===== src/rtl/dmem_arbiter.sv =====
// rtl/dmem_arbiter.sv - two-port round-robin arbiter with port-1 burst lock for a single-ported data memory
//
// Ports:
//   clk, reset            clock, asynchronous active-low reset
//   m0_*                  CPU load/store port (req/we/addr/wdata in, ready/rvalid/rdata out)
//   m1_*                  DMA/debug loader port, same as m0 plus m1_lock
//   mem_en/we/addr/wdata  memory drive, zero when nothing is granted
//   mem_rdata             memory read data, one cycle after a read strobe
module dmem_arbiter #(
    parameter int ADDR_W   = 32,
    parameter int DATA_W   = 32,
    parameter int MAX_LOCK = 8
) (
    input  logic              clk,
    input  logic              reset,
    input  logic              m0_req,
    input  logic              m0_we,
    input  logic [ADDR_W-1:0] m0_addr,
    input  logic [DATA_W-1:0] m0_wdata,
    output logic              m0_ready,
    output logic              m0_rvalid,
    output logic [DATA_W-1:0] m0_rdata,
    input  logic              m1_req,
    input  logic              m1_we,
    input  logic [ADDR_W-1:0] m1_addr,
    input  logic [DATA_W-1:0] m1_wdata,
    output logic              m1_ready,
    output logic              m1_rvalid,
    output logic [DATA_W-1:0] m1_rdata,
    input  logic              m1_lock,
    output logic              mem_en,
    output logic              mem_we,
    output logic [ADDR_W-1:0] mem_addr,
    output logic [DATA_W-1:0] mem_wdata,
    input  logic [DATA_W-1:0] mem_rdata
);

    localparam int CNT_W = $clog2(MAX_LOCK + 1);

    typedef enum logic {ARB, LOCK} arbState_t;

    arbState_t        state;
    logic             lastGnt;
    logic             force0;
    logic             rdOwner;
    logic [CNT_W-1:0] lockCnt;
    logic             gnt0;
    logic             gnt1;
    logic             lockHeld;

    // A LOCK cycle with m1_lock low is arbitrated exactly like ARB.
    always_comb begin
        gnt0     = 1'b0;
        gnt1     = 1'b0;
        lockHeld = (state == LOCK) && m1_lock;
        if (!reset) begin
            gnt0 = 1'b0;
            gnt1 = 1'b0;
        end else if (lockHeld) begin
            gnt1 = m1_req;
        end else if (force0 && m0_req) begin
            gnt0 = 1'b1;
        end else if (m0_req && m1_req) begin
            gnt0 = lastGnt;
            gnt1 = !lastGnt;
        end else begin
            gnt0 = m0_req;
            gnt1 = m1_req;
        end
    end

    assign m0_ready  = gnt0;
    assign m1_ready  = gnt1;
    assign mem_en    = gnt0 | gnt1;
    assign mem_we    = gnt0 ? m0_we    : (gnt1 ? m1_we    : 1'b0);
    assign mem_addr  = gnt0 ? m0_addr  : (gnt1 ? m1_addr  : '0);
    assign mem_wdata = gnt0 ? m0_wdata : (gnt1 ? m1_wdata : '0);

    assign m0_rdata = (rdOwner == 1'b0) ? mem_rdata : '0;
    assign m1_rdata = (rdOwner == 1'b1) ? mem_rdata : '0;

    always_ff @(posedge clk or negedge reset) begin
        if (!reset) begin
            state     <= ARB;
            lastGnt   <= 1'b1;
            force0    <= 1'b0;
            rdOwner   <= 1'b0;
            lockCnt   <= '0;
            m0_rvalid <= 1'b0;
            m1_rvalid <= 1'b0;
        end else begin
            m0_rvalid <= gnt0 && !m0_we;
            m1_rvalid <= gnt1 && !m1_we;
            if (gnt0 && !m0_we) begin
                rdOwner <= 1'b0;
            end else if (gnt1 && !m1_we) begin
                rdOwner <= 1'b1;
            end
            if (gnt0 || gnt1) begin
                lastGnt <= gnt1;
            end
            if (gnt0) begin
                force0 <= 1'b0;
            end

            case (state)
                ARB: begin
                    // A pending force0 means m0 is owed a slot; m1 gets plain
                    // grants until then instead of starting a new lock.
                    if (gnt1 && m1_lock && !force0) begin
                        lockCnt <= CNT_W'(1);
                        if (MAX_LOCK == 1) begin
                            force0 <= 1'b1;
                        end else begin
                            state <= LOCK;
                        end
                    end
                end
                LOCK: begin
                    if (!m1_lock) begin
                        state   <= ARB;
                        lockCnt <= '0;
                    end else if (gnt1) begin
                        // The grant that reaches the budget ends the burst.
                        if (lockCnt >= CNT_W'(MAX_LOCK - 1)) begin
                            lockCnt <= CNT_W'(MAX_LOCK);
                            state   <= ARB;
                            force0  <= 1'b1;
                        end else begin
                            lockCnt <= lockCnt + CNT_W'(1);
                        end
                    end
                end
                default: state <= ARB;
            endcase
        end
    end

endmodule


===== config.mk =====
export PLATFORM = sky130hd
export DESIGN_NAME = dmem_arbiter
export DESIGN_NICKNAME = d
export VERILOG_FILES = /design/src/rtl/dmem_arbiter.sv
export SDC_FILE = /design/constraint.sdc
export NUM_CORES = 1
export LEC_CHECK = 0
export CAP_MARGIN = 20
export CORE_AREA = 10 10 107 109
export DETAILED_ROUTE_END_ITERATION = 12
export DIE_AREA = 0 0 117 119
export MAX_ROUTING_LAYER = met4
export PLACE_DENSITY = 0.72
export SKIP_LAST_GASP = 1
export SYNTH_ARGS = -nofsm -noshare
export SYNTH_HDL_FRONTEND = slang
export SYNTH_SLANG_ARGS = --single-unit

===== constraint.sdc =====
create_clock -name clk -period 2.9 [get_ports clk]
set_clock_uncertainty 0.1 [all_clocks]
set_input_delay 0.58 -clock clk [delete_from_list [all_inputs] [get_ports clk]]
set_output_delay 0.58 -clock clk [all_outputs]
set_load 0.01 [all_outputs]

## Word-level counts from Yosys, hierarchy flattened

Cells that the tools add are included.
Widths: inputs -> output; s select.

- Register bits after elaboration: 10
- Output and inout bits: 134
- Logic and storage cells: 60

- $add $sub $neg: 1
- Magnitude comparators: 1
- Equal/unequal tests: 2
- Mux-type cells: 33
- Bitwise logic cells: 2
- Reductions and logical operators: 14

Operators with widths:

| kind | count |
|---|---|
| $mux 32 | 6 |
| $mux 1 | 21 |
| $mux 4 | 4 |
| $pmux 4 s2 | 1 |
| $logic_and 1x1->1 | 7 |
| $add 4x1->4 const B | 1 |
| $ge 4x3->1 const B | 1 |
| $logic_not 1->1 | 4 |
| $ne 3x2->1 const B | 1 |
| $ne 2x2->1 const B | 1 |
| $pmux 1 s2 | 1 |
| $reduce_and 2->1 | 1 |
| $reduce_bool 2->1 | 1 |
| $logic_or 1x1->1 | 1 |
| $not 1->1 | 1 |
| $or 1x1->1 | 1 |

## Longest topological paths before layout

- Depth after elaboration: 10
- Depth in mapped cells: 6

## Least setup slack after synthesis

No wires, ideal clock.

- Path kind: input to output
- Start point: input port m1_lock
- End point: output port mem_wdata[10]
- Data arrival time: 1.428 ns
- Required time: 2.220 ns
- Setup slack: 0.792 ns
- Cell stages on the path: 6
- Path buffers: 2
- Path through: nand2_2 nand3_2 a21oi_2 buf_6 buf_6 a22o_1

- Word-level cells in the longest chain between the ends: 5
- Elaborated cells between the ends (all ways): 7
- Classes of those cells: mux (6); reduce/logical (1)

Ends and longest elaborated chain:

| item | line | RTL |
|---|---|---|
| from (decl) | 30 | `input logic m1_lock,` |
| $logic_and 1x1->1 (*) | 55 | `lockHeld = (state == LOCK) && m1_lock;` |
| $mux 1 | 59 | `end else if (lockHeld) begin` |
| $mux 1 | 56 | `if (!reset) begin` |
| $mux 32 | 77 | `assign mem_wdata = gnt0 ? m0_wdata : (gnt1 ? m1_wdata : '0);` |
| $mux 32 (*) | 77 |  |
| to (decl) | 34 | `output logic [DATA_W-1:0] mem_wdata,` |

Every way passes the cells marked *; elsewhere a longest branch is shown, timed or not.

## Worst setup path after layout

- Start point: input port m1_lock
- End point: output port mem_wdata[25]

The elaborated chain is that of the path after synthesis.

==> results <==
## area by class of cell
class	count	area, µm²	share of cell area (%)
inverters	3	11.3	0.233
flip-flops and latches	10	251	5.20
clock buffers	4	55.1	1.14
repair buffers	325	3160	65.3
well taps	114	143	2.95
multi-input cells	163	1220	25.2
## report_power, final
| part | internal (mW) | total [mW] | leakage (nW) | switching (mW) |
|---|---|---|---|---|
| logic | 0.651 | 1.08 | 1.93 | 0.427 |
| registers | 0.154 | 0.164 | 0.128 | 0.00991 |
| clock network | 0.119 | 0.174 | 0.0288 | 0.0542 |
## cells by family (layout without fill, tap and decap cells)
logic type,after synthesis,count (layout),synth area share [%]
buffers and inverters,24,332,8.56
multiplexers,3,3,2.04
adder cells (fa/ha/maj),1,1,0.785
AO/OA/AOI/OAI,80,80,42.2
flip-flops,10,10,15.8
AND/OR/NAND/NOR,79,79,30.7
## metal layers
| metal | vias up | global-route usage [%] | wire length, µm |
|---|---|---|---|
| met5 | - | - | 0 |
| met4 | 0 | 3.17 | 189 |
| met3 | 13 | 5.02 | 1450 |
| met2 | 196 | 33.4 | 7080 |
| met1 | 1232 | 18.6 | 5020 |
| li1 | 1353 | - | - |
## state kept, by name, summed over array words and instances (netlist names)
name,cells
force0,1
lastGnt,1
lockCnt,4
m0_rvalid,1
m1_rvalid,1
rdOwner,1
state,1
## synth_stat cells, types with 2 or more instances
library cell | instances | share of area (%)
mux2_2 | 2 | 1.4
a21oi_1 | 5 | 1.6
and2_1 | 33 | 13
nor2b_1 | 33 | 13
buf_2 | 7 | 2.2
dfrtp_1 | 9 | 14
buf_6 | 3 | 2.1
buf_4 | 4 | 1.9
a21oi_2 | 2 | 1.1
inv_1 | 3 | 0.71
nand2_1 | 4 | 0.94
a22o_1 | 65 | 36
clkbuf_1 | 7 | 1.6
## metrics by stage
stage	area, µm²	std cells
floorplan	1590	197
global placement	4750	601
detailed placement	4750	601
CTS	4840	609
global route	4840	619
finish	4840	619
## how the worst max path moves through the flow
stage	cells past startpoint	slack [ns]	to
after floorplan	6	0.79	mem_wdata[10]
after global placement	7	-0.25	mem_addr[15]
after detailed placement	7	-0.28	mem_addr[15]
after CTS	8	-0.19	mem_wdata[23]
after global routing	7	-0.14	mem_wdata[18]
final	7	-0.04	mem_wdata[25]
## what timing repair did
item	CTS	global route
resized for setup	66	79
gates cloned	3	2
pin swaps	1	1
setup endpoints to repair	67	65
buffers inserted	1	8
==> flow_metrics.tcl <==
set metrics [dict create \
    status "complete, but fails checks" \
    violations "negative setup slack" \
    vias 2794 \
    vdd_drop_max_v 0.000140 \
    synth-edff-count 0 \
    drt_wl_total_mm 13.7 \
    slowest_stage "clkdlybuf4s50_1" \
    power_mw 1.41 \
    cts.path.max_buffers 2 \
    path_cells "clkdlybuf4s50_1 > nand2_2 > buf_4 > a21oi_4 > buf_4 > a22o_1 > dlygate4sd2_1" \
    hold_end "lastGnt" \
    crit_family "buffers and inverters" \
    std_cell_rows 36 \
    area_growth_syn_to_layout_pct 204 \
    syn_avg_cell_area_um2 8.09 \
    fill_cells 890 \
    insertion_delay_ns 0.23 \
    io_buffers 300 \
    min_period_ns 2.94 \
    syn_nets 365 \
    power_density_nw_per_um2 292 \
    drt_iter0_drc 147 \
    cts_sinks 10 \
    max-cap-violations 0 \
    finalSetupViolations 14 \
    leakage_nw 2.09 \
    crit_buf_inv 4 \
    rr_startpoint "state" \
    setup_ws_ns -0.0373 \
    r2r_end "rdOwner" \
    synthCells 197 \
    hpwl_mm 11.8 \
    critPathKind "in -> out" \
    grt_pass1_vias 2947 \
    grt_max_degree 66 \
    drtAntennaViolNets 0 \
    hold_viol_final 0 \
    wire_per_inst_um 22.2 \
    viasPerCell 4.51 \
    place_ws_ns -0.284 \
    final_layout_size_suffix_gt1_share_pct 14.1 \
    nNetsFinal 674 \
    cts_tree "built" \
    dieWidth_um 117 \
    cpMostUsedCell "buf_4" \
    gr-usage-all-layers_pct 18.1 \
    design.die.area_um2 13900 \
    final_util_pct 51.2 \
    slew_violations 0 \
    r2r_slack_ns 1.18 \
    num_io_pins 301 \
    grt_overflow 0 \
    slowest_delay_ns 0.49 \
    setup.worst_path.start "m1_lock" \
    hold_start "lastGnt" \
    holdPathStages 1 \
    tightest_slew_ns 0.494 \
    netlist-cell-type-count 33 \
    routabilityCongestion 0.889 \
    hold_path.class "reg -> reg" \
    slew_headroom_pct 67.0 \
    post-route-drc-count 0 \
    max_freq_ghz 0.340 \
    grt_setup_unrepaired "yes" \
    mostFrequentLayoutCell "clkdlybuf4s50_1" \
    initial_core_util_pct 16.9 \
    cts_buffers 3 \
    holdWs_ns 0.429 \
    antenna_found_initial 0 \
    core_area_um2 9460 \
    cts-root-buf "clkbuf_8" \
    rr_worst_depth 6 \
    setup.worst_path.start_class "primary input" \
    clk_pin_slew_worst_paths_ns 0.05 \
    grt_pass1_wl_mm 18.7 \
    end_kind "output port" \
    cts_hold_buf 0 \
    dieHeight_um 119 \
    ys_warn_count 0 \
    synthArstFlopShare_pct 100 \
    setup_tns_ns -0.327 \
    first_pass_iters 6 \
    layout_common_cells "clkdlybuf4s50_1, a22o_1, clkbuf_2, and2_1, nor2b_1" \
    n_antenna_cell 0 \
    ys_seq_elements 10 \
    critPathArrivalTime_ns 2.26 \
    fin_crit_sh_pct 101 \
    htreeDepth 1 \
    ys_seq_area_share_pct 15.8 \
    syn_area_um2 1590 \
    cp_max_fo 15 \
    synth_flop_cell "dfrtp_1" \
    cp_data_required_time_ns 2.22 \
]
(Power assumes the default switching activity.)
